**src/rtl/tlc_pkg.sv**
```systemverilog
// Shared encodings for the timed intersection sequencer: light codes and
// sequencer state codes (also exported on state_o for debug).
package tlc_pkg;

    typedef enum logic [1:0] {
        GREEN  = 2'b00,
        YELLOW = 2'b01,
        RED    = 2'b10
    } light_t;

    typedef enum logic [2:0] {
        S_HG  = 3'd0,
        S_HY  = 3'd1,
        S_AR1 = 3'd2,
        S_FG  = 3'd3,
        S_FY  = 3'd4,
        S_AR2 = 3'd5
    } state_t;

endpackage

```
**src/rtl/tlc_sensor_debounce.sv**
```systemverilog
// Farm-road sensor debouncer: car_present is raised only after DEBOUNCE
// consecutive high samples and dropped on the cycle after any low sample.
module tlc_sensor_debounce #(
    parameter int DEBOUNCE = 2,
    parameter int CNT_W    = 4
) (
    input  logic clk,
    input  logic rst,
    input  logic farm_sensor_X,
    output logic car_present
);
    import tlc_pkg::*;

    localparam logic [CNT_W-1:0] DB_MAX   = CNT_W'(DEBOUNCE);
    localparam logic [CNT_W-1:0] CNT_ZERO = {CNT_W{1'b0}};
    localparam logic [CNT_W-1:0] CNT_ONE  = {{(CNT_W-1){1'b0}}, 1'b1};

    logic [CNT_W-1:0] db_cnt_r;
    logic [CNT_W-1:0] db_cnt_s;
    logic             car_present_r;

    // Next count: saturating run length of consecutive high samples
    always_comb begin
        db_cnt_s = db_cnt_r;
        if (!farm_sensor_X) begin
            db_cnt_s = CNT_ZERO;
        end else if (db_cnt_r != DB_MAX) begin
            db_cnt_s = db_cnt_r + CNT_ONE;
        end else begin
            db_cnt_s = db_cnt_r;
        end
    end

    // Count register and registered presence flag (flag tracks the new count)
    always_ff @(posedge clk or posedge rst) begin
        if (rst) begin
            db_cnt_r      <= CNT_ZERO;
            car_present_r <= 1'b0;
        end else begin
            db_cnt_r      <= db_cnt_s;
            car_present_r <= (db_cnt_s == DB_MAX);
        end
    end

    assign car_present = car_present_r;

endmodule

```
**src/rtl/tlc_timed_sequencer.sv**
```systemverilog
// Timed highway/farm-road light sequencer. One shared timer measures every
// interval; it restarts at each state change so "expiry N" is timer == N-1.
module tlc_timed_sequencer #(
    parameter int HWY_MIN_GREEN = 8,
    parameter int FWY_MAX_GREEN = 6,
    parameter int YELLOW_TIME   = 2,
    parameter int ALL_RED_TIME  = 1,
    parameter int DEBOUNCE      = 2,
    parameter int CNT_W         = 4
) (
    input  logic       clk,
    input  logic       rst,
    input  logic       farm_sensor_X,
    input  logic       emergency_req,
    output logic [1:0] hwy_TL,
    output logic [1:0] fwy_TL,
    output logic       fwy_grant,
    output logic [2:0] state_o
);
    import tlc_pkg::*;

    localparam logic [CNT_W-1:0] HG_LAST  = CNT_W'(HWY_MIN_GREEN - 1);
    localparam logic [CNT_W-1:0] FG_LAST  = CNT_W'(FWY_MAX_GREEN - 1);
    localparam logic [CNT_W-1:0] Y_LAST   = CNT_W'(YELLOW_TIME - 1);
    localparam logic [CNT_W-1:0] AR_LAST  = CNT_W'(ALL_RED_TIME - 1);
    localparam logic [CNT_W-1:0] TMR_MAX  = {CNT_W{1'b1}};
    localparam logic [CNT_W-1:0] TMR_ZERO = {CNT_W{1'b0}};
    localparam logic [CNT_W-1:0] TMR_ONE  = {{(CNT_W-1){1'b0}}, 1'b1};

    state_t           state_r;
    state_t           state_s;
    logic [CNT_W-1:0] timer_r;
    logic             car_present_s;
    logic             fwy_grant_r;
    light_t           hwy_l_s;
    light_t           fwy_l_s;

    tlc_sensor_debounce #(
        .DEBOUNCE (DEBOUNCE),
        .CNT_W    (CNT_W)
    ) u_debounce (
        .clk           (clk),
        .rst           (rst),
        .farm_sensor_X (farm_sensor_X),
        .car_present   (car_present_s)
    );

    // Next-state decision; yellow and all-red always run to expiry
    always_comb begin
        state_s = state_r;
        case (state_r)
            S_HG: begin
                if ((timer_r >= HG_LAST) && car_present_s && !emergency_req) begin
                    state_s = S_HY;
                end else begin
                    state_s = S_HG;
                end
            end
            S_HY: begin
                if (timer_r == Y_LAST) state_s = S_AR1;
                else                   state_s = S_HY;
            end
            S_AR1: begin
                if (timer_r == AR_LAST) state_s = S_FG;
                else                    state_s = S_AR1;
            end
            S_FG: begin
                if (!car_present_s || emergency_req || (timer_r == FG_LAST)) begin
                    state_s = S_FY;
                end else begin
                    state_s = S_FG;
                end
            end
            S_FY: begin
                if (timer_r == Y_LAST) state_s = S_AR2;
                else                   state_s = S_FY;
            end
            S_AR2: begin
                if (timer_r == AR_LAST) state_s = S_HG;
                else                    state_s = S_AR2;
            end
            // Corrupted encodings fall into a clearance interval before highway green
            default: state_s = S_AR2;
        endcase
    end

    // State register
    always_ff @(posedge clk or posedge rst) begin
        if (rst) state_r <= S_HG;
        else     state_r <= state_s;
    end

    // Shared interval timer: restarts on every state change, saturates otherwise
    always_ff @(posedge clk or posedge rst) begin
        if (rst) begin
            timer_r <= TMR_ZERO;
        end else if (state_s != state_r) begin
            timer_r <= TMR_ZERO;
        end else if (timer_r != TMR_MAX) begin
            timer_r <= timer_r + TMR_ONE;
        end else begin
            timer_r <= timer_r;
        end
    end

    // Grant pulse lands in the first cycle of farm green
    always_ff @(posedge clk or posedge rst) begin
        if (rst) fwy_grant_r <= 1'b0;
        else     fwy_grant_r <= (state_s == S_FG) && (state_r != S_FG);
    end

    // Moore light decode; anything unexpected shows all-red
    always_comb begin
        hwy_l_s = RED;
        fwy_l_s = RED;
        case (state_r)
            S_HG:    begin hwy_l_s = GREEN;  fwy_l_s = RED;    end
            S_HY:    begin hwy_l_s = YELLOW; fwy_l_s = RED;    end
            S_FG:    begin hwy_l_s = RED;    fwy_l_s = GREEN;  end
            S_FY:    begin hwy_l_s = RED;    fwy_l_s = YELLOW; end
            default: begin hwy_l_s = RED;    fwy_l_s = RED;    end
        endcase
    end

    assign hwy_TL    = hwy_l_s;
    assign fwy_TL    = fwy_l_s;
    assign fwy_grant = fwy_grant_r;
    assign state_o   = state_r;

endmodule

```
**config.mk**
```make
export PLATFORM = sky130hd
export DESIGN_NAME = tlc_timed_sequencer
export DESIGN_NICKNAME = d
export VERILOG_FILES = /design/src/rtl/tlc_pkg.sv /design/src/rtl/tlc_sensor_debounce.sv /design/src/rtl/tlc_timed_sequencer.sv
export SDC_FILE = /design/constraint.sdc
export NUM_CORES = 1
export LEC_CHECK = 0
export BUFFER_PORTS_ARGS = -buffer_cell sky130_fd_sc_hd__buf_2
export CORE_MARGIN = 2
export CORE_UTILIZATION = 55
export DETAILED_ROUTE_END_ITERATION = 7
export PLACE_DENSITY = 0.77
export REMOVE_ABC_BUFFERS = 1
export SKIP_LAST_GASP = 1
export SYNTH_ARGS = -nofsm -noshare
export SYNTH_HDL_FRONTEND = slang
export SYNTH_HIERARCHICAL = 1
export SYNTH_SLANG_ARGS = --single-unit
```
**constraint.sdc**
```tcl
create_clock -name clk -period 2.2 [get_ports clk]
set_input_delay 0.22 -clock clk [delete_from_list [all_inputs] [get_ports clk]]
set_output_delay 0.22 -clock clk [all_outputs]
set_load 0.05 [all_outputs]
```
==> impl_metrics.ini <==
[worst_hold_path]
hold_class = primary input to flip-flop

[global_route]
grt_pass1_vias = 668
grt_use_total_pct = 20.2
grt_pass1_wl_um = 2850
antenna_found_initial = 0
grt_max_degree = 15
grt-ovfl-total = 0

[clock_network]
htree_levels = 1
clk_latency_ns = 0.28
cts_resized = 0
cts_max_path_buffers = 2
clock-root-buffer = clkbuf_4
clock-sinks = 13
cts_buffers = 3
cts_tree = done
cts.reportedPaths.clkPinSlew_ns = 0.09

[worst_setup_path]
endpoint_kind = flip-flop
required_ns = 2.39
arrival_ns = 2.04
criticalPathCategory = flip-flop to flip-flop
worstPathMaxFanout = 5
start_kind = flip-flop

[final_layout]
area_growth_pct = 10.0
nets = 117
insertedDiodeCount = 0
fill_cells = 134
drive_gt1_share_pct = 25.2

[synthesis]
synth_top_area_cell = dfrtp_1
avgSynthCellArea_um2 = 9.46
synth.most_common_cell = dfrtp_1
synth_area_leaders = dfrtp_1 36%, ha_1 7.0%, nand3_1 4.5%
postSynthCellCount = 95
synth.cells.most_frequent = 13 x dfrtp_1, 8 x nand3_1, 6 x a21oi_1, 6 x inv_1, 5 x ha_1
synth_area_um2 = 898
synthFlopType = dfrtp_1
yosysWarnings = 6
synth_top_cell_area_share_pct = 36.2
synth_edf_count = 0
ys_seq_area_share_pct = 36.2
synthArstFlopShare_pct = 100
yosys_register_bits = 13
synth.distinct_cells = 43

[floorplanning]
dieArea_um2 = 1970
io_pins = 12
initial_utilization_pct = 58.9
coreArea_um2 = 1520
rows = 14
die_y_um = 44.4
die_w_um = 44.4

[timing]
setup_viol = 0
rsz0062_at_grt = false
finalCritPeriodShare_pct = 84.2
tns_ns = 0
fin_crit_ns = 1.85
worstMarginPinSlew_ns = 0.508
drv_slew = 0
finClkSkew_ns = 0.0117
fmax_mhz = 540
slew_headroom_pct = 65.9
hold_viol_final = 0

[routing]
ant_nets = 0
drtIter0Drc = 19
avgViaCountPerCell = 5.92
num_vias = 728
drc = 0
wire_per_inst_um = 13.8
drt_pass1_iterations = 4
wirelength_um = 1700

[place]
place.detailed.hpwl_um = 1290
port_buffers = 11
place.gp.congestion = 0.761

[power_and_ir_drop]
power.total_w = 0.00120
p_leak_nw = 0.473
p_per_area_nw_per_um2 = 1210
ir_drop_mv = 0.651

[outcome]
status = finished, final reports clean

[flow_run]
cap_violations = 0
## layout make-up
class / count / area [µm²] / area share, %
clock buffers: 3 / 22.5 / 2.28
repair buffers: 12 / 65.1 / 6.58
multi-input cells: 71 / 524 / 53.0
flip-flops and latches: 13 / 325 / 32.9
clock inverters: 1 / 5.00 / 0.506
well taps: 16 / 20.0 / 2.03
inverters: 7 / 26.3 / 2.66
## per-stage QoR
stage / utilization, % / hold slack (ns) / cell area [µm²] / setup slack (ns) / std cells
3_3_place_gp: 62.4 / 0.130 / 951 / 0.462 / 118
6_report: 64.9 / 0.195 / 988 / 0.347 / 123
3_5_place_dp: 62.4 / 0.135 / 951 / 0.410 / 118
2_1_floorplan: - / -0.00148 / 876 / -0.0609 / 91
5_1_grt: 64.9 / 0.209 / 988 / 0.226 / 123
4_1_cts: 64.9 / 0.200 / 988 / 0.369 / 123
## cells in the final DEF (no fill, tap or decap), types with 4 or more instances in the layout
| cell | netlist | routed |
|---|---|---|
| nand2_1 | 4 | 4 |
| inv_1 | 6 | 6 |
| buf_2 | 0 | 11 |
| nand3_1 | 8 | 8 |
| dfrtp_1 | 13 | 13 |
| nor2b_1 | 4 | 4 |
| nor2_1 | 4 | 4 |
| ha_1 | 5 | 5 |
| a21oi_1 | 6 | 6 |
## worst paths after layout
kind,start,to,slack [ns],cells past startpoint
worst max-delay path,timer_r[0]$_DFFE_PP0P_,timer_r[2]$_DFFE_PP0P_,0.35,6
worst min-delay path,farm_sensor_X,u_debounce/db_cnt_r[3]$_DFF_PP0_,0.20,2
worst max register to register,timer_r[0]$_DFFE_PP0P_,timer_r[2]$_DFFE_PP0P_,0.35,6
worst min register to register,u_debounce/db_cnt_r[1]$_DFF_PP0_,u_debounce/db_cnt_r[1]$_DFF_PP0_,0.61,2
max in group asynchronous,rst,timer_r[1]$_DFFE_PP0P_,1.53,3
min in group asynchronous,rst,u_debounce/db_cnt_r[3]$_DFF_PP0_,0.37,3
## logic make-up (layout without fill, tap and decap cells)
kind of cell / after synthesis / in the layout / share of synthesized area [%]
simple gates: 40 / 40 / 29.8
buf+inv: 11 / 23 / 5.43
mux: 4 / 4 / 4.60
compound gates: 20 / 20 / 15.0
fa+ha+maj: 5 / 5 / 6.96
xor+xnor: 2 / 2 / 1.95
flops: 13 / 13 / 36.2
## registers in the layout, indices dropped and copies added (netlist names)
signal                  cells
timer_r                     4
state_o                     3
fwy_grant                   1
u_debounce/car_present      1
u_debounce/db_cnt_r         4
## critical path: stages, from the launching register on
cell	delay, ns
dfrtp_1	0.43
inv_1	0.10
ha_1	0.21
and4bb_2	0.25
a211oi_1	0.46
nand3_1	0.15
mux2i_1	0.16
## power by group
| group | internal, W | switching [W] |
|---|---|---|
| Clock | 0.0000674 | 0.0000776 |
| Sequential | 0.000307 | 0.000117 |
| Combinational | 0.000261 | 0.000368 |
## routing by layer
layer / wire [µm] / vias to the layer above / part of all wire (%) / track usage (%)
met4: 12 / 0 / 0.71 / 10.9
met3: 48 / 2 / 2.8 / 2.45
met2: 902 / 12 / 53 / 34.4
li1: - / 362 / - / -
met1: 731 / 352 / 43 / 24.7
met5: 0 / - / 0 / 0
## timing repair
action,CTS,global route
endpoints found under the hold margin,13,0
setup buffers,0,0
hold buffers,1,0
(Power assumes the default switching activity.)
